`src/rtl/fifo_wr_arbiter.sv`:
```
// Purpose : round-robin arbiter sharing one FIFO write port between N_REQ producers, grant held per burst.
// Latency : one arbitration cycle in IDLE; then one word per cycle straight through (fifo_wr_en/din/req_ready combinational).
// Backpr. : fifo_full stalls the granted producer (req_ready low, no write, grant and beat count held).
//
// Ports:
//   clk, rst_n          clock, asynchronous active-low reset
//   req_valid/last/data per-requester word valid, end-of-packet, packed data ([i*DW +: DW])
//   req_ready           per-requester accept (only the granted one can be high)
//   fifo_full           FIFO full flag
//   fifo_wr_en/fifo_din FIFO write enable and data of the granted requester
//   grant, busy         registered one-hot grant and GRANT-state flag
//   timeout_evt         one-cycle pulse on a forced release (only with FIFOARB_TIMEOUT_EN)
//
// Optional feature macro: FIFOARB_TIMEOUT_EN -- releases a grant whose owner has
// been idle (valid low, FIFO not full) for IDLE_TIMEOUT consecutive cycles.
module fifo_wr_arbiter #(
  parameter int N_REQ        = 4,
  parameter int DW           = 32,
  parameter int MAX_BURST    = 4,
  parameter int IDLE_TIMEOUT = 8
) (
  input  logic                clk,
  input  logic                rst_n,
  input  logic [N_REQ-1:0]    req_valid,
  input  logic [N_REQ-1:0]    req_last,
  input  logic [N_REQ*DW-1:0] req_data,
  output logic [N_REQ-1:0]    req_ready,
  input  logic                fifo_full,
  output logic                fifo_wr_en,
  output logic [DW-1:0]       fifo_din,
  output logic [N_REQ-1:0]    grant,
  output logic                busy
`ifdef FIFOARB_TIMEOUT_EN
  ,
  output logic                timeout_evt
`endif
);

  localparam int IW = $clog2(N_REQ);
  localparam int BW = $clog2(MAX_BURST) + 1;

  if (N_REQ < 2 || N_REQ > 8 || MAX_BURST < 1 || MAX_BURST > 16 || IDLE_TIMEOUT < 1) begin : g_param_check
    $error("fifo_wr_arbiter: parameter out of range");
  end

  typedef enum logic {
    IDLE  = 1'b0,
    GRANT = 1'b1
  } state_t;

  state_t        state;
  logic [IW-1:0] grant_idx;
  logic [IW-1:0] rr_ptr;
  logic [BW-1:0] beat_cnt;

  // Round-robin pick: first valid requester at or above rr_ptr, wrapping.
  // Offsets are scanned from the far end so the nearest hit is the last write.
  logic          any_req;
  logic [IW-1:0] winner;
  logic [IW:0]   cand_sum;

  always_comb begin
    any_req  = 1'b0;
    winner   = rr_ptr;
    cand_sum = '0;
    for (int k = N_REQ - 1; k >= 0; k--) begin
      cand_sum = {1'b0, rr_ptr} + (IW+1)'(k);
      if (cand_sum >= (IW+1)'(N_REQ)) begin
        cand_sum = cand_sum - (IW+1)'(N_REQ);
      end
      if (req_valid[cand_sum[IW-1:0]]) begin
        any_req = 1'b1;
        winner  = cand_sum[IW-1:0];
      end
    end
  end

  // Write path: only the granted requester reaches the FIFO.
  logic cur_valid;
  assign cur_valid  = req_valid[grant_idx];
  assign fifo_wr_en = (state == GRANT) & cur_valid & ~fifo_full;
  assign fifo_din   = req_data[int'(grant_idx)*DW +: DW];

  always_comb begin
    req_ready = '0;
    if (state == GRANT) begin
      req_ready[grant_idx] = ~fifo_full;
    end
  end

  // Burst end: last word of a packet, or the MAX_BURST-th word of this grant.
  logic          rel_beat;
  logic          release_now;
  logic [IW-1:0] next_ptr;

  assign rel_beat = fifo_wr_en & (req_last[grant_idx] | (beat_cnt == BW'(MAX_BURST - 1)));
  assign next_ptr = (grant_idx == IW'(N_REQ - 1)) ? '0 : grant_idx + 1'b1;

`ifdef FIFOARB_TIMEOUT_EN
  localparam int TW = $clog2(IDLE_TIMEOUT + 1);
  logic [TW-1:0] stall_cnt;
  logic          timeout_fire;

  // Fires on the IDLE_TIMEOUT-th consecutive cycle with the owner idle and room in the FIFO.
  assign timeout_fire = (state == GRANT) & ~fifo_full & ~cur_valid &
                        (stall_cnt == TW'(IDLE_TIMEOUT - 1));
  assign release_now  = rel_beat | timeout_fire;
`else
  assign release_now  = rel_beat;
`endif

  always_ff @(posedge clk or negedge rst_n) begin
    if (!rst_n) begin
      state     <= IDLE;
      grant     <= '0;
      busy      <= 1'b0;
      grant_idx <= '0;
      rr_ptr    <= '0;
      beat_cnt  <= '0;
`ifdef FIFOARB_TIMEOUT_EN
      stall_cnt   <= '0;
      timeout_evt <= 1'b0;
`endif
    end else begin
`ifdef FIFOARB_TIMEOUT_EN
      timeout_evt <= 1'b0;
`endif
      case (state)
        IDLE: begin
          if (any_req) begin
            state     <= GRANT;
            grant     <= N_REQ'(1) << winner;
            grant_idx <= winner;
            busy      <= 1'b1;
            beat_cnt  <= '0;
          end
`ifdef FIFOARB_TIMEOUT_EN
          stall_cnt <= '0;
`endif
        end
        GRANT: begin
          if (release_now) begin
            state    <= IDLE;
            grant    <= '0;
            busy     <= 1'b0;
            rr_ptr   <= next_ptr;
            beat_cnt <= '0;
          end else if (fifo_wr_en) begin
            beat_cnt <= beat_cnt + 1'b1;
          end
`ifdef FIFOARB_TIMEOUT_EN
          if (fifo_full || cur_valid || timeout_fire) begin
            stall_cnt <= '0;
          end else begin
            stall_cnt <= stall_cnt + 1'b1;
          end
          if (timeout_fire) begin
            timeout_evt <= 1'b1;
          end
`endif
        end
        default: begin
          state <= IDLE;
        end
      endcase
    end
  end

endmodule
```
`config.mk`:
```
export PLATFORM = sky130hd
export DESIGN_NAME = fifo_wr_arbiter
export DESIGN_NICKNAME = d
export VERILOG_FILES = /design/src/rtl/fifo_wr_arbiter.sv
export SDC_FILE = /design/constraint.sdc
export NUM_CORES = 1
export LEC_CHECK = 0
export ABC_AREA = 1
export CORE_MARGIN = 2
export CORE_UTILIZATION = 31
export CTS_CLUSTER_DIAMETER = 120
export DETAILED_ROUTE_END_ITERATION = 7
export PLACE_DENSITY = 0.83
export SYNTH_ARGS = -nofsm -noshare
export SYNTH_HDL_FRONTEND = slang
export SYNTH_SLANG_ARGS = --single-unit
```
`constraint.sdc`:
```
create_clock -name clk -period 2.1 [get_ports clk]
set_input_delay 0.42 -clock clk [delete_from_list [all_inputs] [get_ports clk]]
set_output_delay 0.42 -clock clk [all_outputs]
set_load 0.05 [all_outputs]
```
# == Word-level counts from Yosys, hierarchy flattened ==
# Cells that the tools add are included.
# word_totals
reg_bits,13
in_bits,139
out_inout_bits,42
wordCells,85
# classes
addsub,9
order_cmp,10
n_eq_ne,5
shifts,2
muxes,41
n_bitwise,7
reduce_logical,5
# ops
cell,n
variable part select 128 x 8 -> 32 bit,1
two-way mux 2 bit,9
< comparator 2 x 3 -> 1 bit (second input constant),5
two-way mux 1 bit,15
binary-select mux 1 bit (select 2 bit),6
two-way mux 4 bit,3
greater-or-equal comparator 3 bit (second input constant),3
two-way mux 3 bit,3
one-hot mux 4 bit (2 select lines),1
AND reduction 2 bit,4
subtractor 2 x 1 -> 2 bit (second input constant),4
adder 2 x 2 -> 3 bit (second input constant),2
one-hot mux 3 bit (2 select lines),1
AND 4 bit,1
one-hot mux 1 bit (2 select lines),2
<< shifter 1 x 2 -> 4 bit (first input constant),1
adder 2 x 1 -> 3 bit (second input constant),1
adder 3 x 1 -> 3 bit (second input constant),1
AND 1 bit,3
equality test 3 x 2 -> 1 bit (second input constant),1
greater-or-equal comparator 2 x 3 -> 1 bit (second input constant),1
inequality test 3 x 2 -> 1 bit (second input constant),1
adder 2 x 1 -> 2 bit (second input constant),1
demux 1 bit (select 2 bit),1
other kinds (7),8

# == Longest topological paths before layout ==
# logic_depth
word_depth,12
ltp_mapped,13
ltp_nobuf,12

# == Least setup slack after synthesis ==
# Ideal clock, no wire load.
# synth_path
path_kind,register to output
startpoint,reg grant_idx[0]
endpoint,out fifo_din[14]
t_arrival_ps,1838
t_required_ps,1680
setup_slack_ps,-158
path_stages_with_launch,6
path_buffers,2
path_cell_list,dfrtp_1 -> inv_2 -> buf_2 -> clkbuf_1 -> o21ai_0 -> o22ai_1
# synth_via
elab_chain_len,1
# synth_rtl
item,line_no,rtl
from (decl),52,logic [IW-1:0] grant_idx;
from (signal assigned),133,grant_idx <= winner;
variable part select 128 x 8 -> 32 bit,82,assign fifo_din = req_data[int'(grant_idx)*DW +: DW];
to (decl),30,"output logic [DW-1:0] fifo_din,"
# No other way between the ends.

# == Final worst setup path ==
# layout_path
startpoint,in req_valid[2]
endpoint,out fifo_wr_en
# layout_via
elab_chain_len,4
# layout_rtl
item,line_no,rtl
from (decl),24,"input logic [N_REQ-1:0] req_valid,"
binary-select mux 1 bit (select 2 bit),80,assign cur_valid = req_valid[grant_idx];
two-way mux 1 bit (not written as such),80,
AND 1 bit (2 in a row),81,assign fifo_wr_en = (state == GRANT) & cur_valid & ~fifo_full;
to (decl),29,"output logic fifo_wr_en,"
# No other way between the ends. The select of a mux whose other input is x is not followed.

==> out/metrics.yaml <==
io_buffers: 180
arrival_ps: 1600
cpMostUsedCell: "inv_1"
start_util_pct: 31.82
nNetsFinal: 643
synth_area_leaders: "o21ai_0 (19%), dfrtp_1 (17%), nor2_1 (15%), o22ai_1 (11%), nand2_1 (7.7%)"
row_count: 28
die_w_um: 81.50
dp_hpwl_mm: 7.031
setup_ws_ps: 83.36
clk_latency_ps: 240
die_h_um: 81.50
netSwitchingFraction_pct: 55.46
finalPower_mw: 7.524
dr_total_vias: 2903
synthArstFlopShare_pct: 100.0
cpPeakStageDelay_ps: 470
critical_path_class: "input port to output port"
grt_antenna_before_repair: 0
die_area_um2: 6641
numCtsBuffers: 3
p_clk_share_pct: 3.0
routed-wl-met2_mm: 4.468
outcome: "finished clean"
cp_cell_sequence: "clkdlybuf4s50_1 -> inv_1 -> a21oi_1 -> o21ai_0 -> nand2_1 -> nand2_2 -> inv_1 -> buf_12"
rsz0062_at_grt: "no"
tightest_slew_ps: 585.5
power_frac_comb_pct: 91.0
worst_setup_path_start_kind: "input port"
wl_met1_mm: 3.310
cts_max_level: 1
track_usage_pct: 25.85
synth_ff_type: "dfrtp_1"
cp_slowest_cell: "clkdlybuf4s50_1"
static-leakage-power_nw: 1.884
ant_nets: 0
finalHoldViolations: 0
setup_viol: 0
routed-wl-met3_um: 573
p_int_mw: 3.351
grt_pass1_wl_mm: 13.45
synth.most_common_cell: "nor2_1"
syn_nets: 472
period_needed_ps: 2017
core-area_um2: 5851
vdd_drop_max_mv: 1.268
highest_layer: "met4"
dr.pass1.iters: 5
grt_pass1_vias: 2938
maxCapViolCount: 0
via_per_inst: 5.075
synth-seq-area-share_pct: 17.47
cts_tree: "yes"
root_buffer: "clkbuf_8"
synthesis.area_um2: 1862
synth_area_leader_cell: "o21ai_0"
wl_mm: 8.603
max_slew_margin_pct: 60.85
antenna_cells: 0
hp-class: "flop to flop"
tns_ps: 0
max_clock_freq_mhz: 495.9
synth-seq-cells: 13
route.detailed.drc: 0
dpl_cell_area_um2: 4269
pwr-share-seq_pct: 6.1
overflow: 0
yosys_warnings: 0
postSynthAreaPerCell_um2: 5.694
drt_iter0_drc: 94
synthCells: 327
finalCritPeriodShare_pct: 96.03
critPathCaptureType: "output port"
wire_per_inst_um: 15.04
ios: 181
switching_power_mw: 4.173
crit_fanout: 2
area_delta_synth_final_pct: 132.0
cts_hold_buf: 0
hold_slack_ps: 499.7
synth_enable_flop_cells: 0
required_ps: 1680
synth_top_area_share_pct: 19.35
clk_pin_slew_ps: 60
ys_types: 25
pre_cts_slack_ps: 83.05
grt_max_degree: 72
clock_sinks: 13
ys_top_cells_by_count: "nor2_1 (73), o21ai_0 (72), nand2_1 (38), o22ai_1 (32), inv_1 (21)"
clock_skew_ps: 1.527
slew_violations: 0
power.density_nw_per_um2: 1742
place.gp.congestion: 0.8300
clockBufferDepth: 2
final_area_um2: 4319
drive_gt1_share_pct: 22.33
## logic make-up after synthesis
family,after synthesis,synth area share (%)
simple gates,151,35.48
fa+ha+maj,6,4.032
compound gates,108,31.59
buf+inv,49,11.42
flops,13,17.47
## layout make-up
class                           instances  area [um^2]
Timing Repair Buffer                  189         2215
Multi-Input combinational cell        265         1535
Fill cell                             453         1531
Inverter                               26        102.6
Clock buffer                            3        41.29
Sequential cell                        13        326.6
Clock inverter                          1        5.005
Tap cell                               75        93.84
## state kept, by name (all words and copies together) (netlist names)
name       count
grant_idx      2
rr_ptr         2
grant          4
busy           1
state          1
beat_cnt       3
## critical path: cells and delay by family
kind            cells  cell delay, ps
buf+inv             4             760
simple gates        2             170
compound gates      2             240
## power groups by stage
stage	Clock, mW	Combinational [mW]	Sequential, mW
after global placement	0	6.75	0.456
after global routing	0.242	7.27	0.473
after detailed placement	0	6.86	0.457
final	0.223	6.84	0.457
after floorplan	0	3.96	0.522
after CTS	0.228	6.88	0.457
## per-layer routing
layer	global-route usage [%]	vias up
met5	0	-
met4	9.322	0
met3	5.495	18
met2	47.54	114
met1	29.16	1327
li1	-	1444
## worst paths after layout
kind / to / cells after the start / slack [ps] / start
worst max-delay path: fifo_wr_en / 8 / 80 / req_valid[2]
worst min-delay path: beat_cnt[1]$_DFFE_PN0P_ / 2 / 500 / beat_cnt[1]$_DFFE_PN0P_
worst max register to register: grant[3]$_DFFE_PN0P_ / 10 / 390 / grant_idx[0]$_DFFE_PN0P_
worst min register to register: beat_cnt[1]$_DFFE_PN0P_ / 2 / 500 / beat_cnt[1]$_DFFE_PN0P_
max in group asynchronous: grant_idx[0]$_DFFE_PN0P_ / 1 / 1130 / rst_n
min in group asynchronous: rr_ptr[1]$_DFFE_PN0P_ / 1 / 550 / rst_n
## layout by cell type (no fill, tap or decap)
cell,instances
a21oi_1,1
a21oi_2,1
buf_12,35
buf_4,11
clkbuf_8,3
clkdlybuf4s50_1,143
clkinv_1,1
clkinv_2,1
dfrtp_1,12
dfrtp_2,1
ha_1,6
inv_1,21
inv_2,3
inv_6,1
nand2_1,38
nand2_2,12
nand2_4,1
nand3_1,18
nand3_2,1
nand3b_1,2
nand4_1,2
nor2_1,70
nor2_2,6
nor2_4,1
o21ai_0,72
o21ai_2,2
o22ai_2,32
## repair_timing
item	in CTS	in global routing
endpoints found under the setup margin	0	1
gates resized for setup	0	1
setup buffers	0	0
## through the flow
| step | utilization (%) | cells |
|---|---|---|
| global placement | 72.97 | 568 |
| finish | 73.82 | 572 |
| floorplan | - | 327 |
| detailed placement | 72.97 | 568 |
| CTS | 73.76 | 572 |
| global route | 73.82 | 572 |
(Power assumes the default switching activity.)
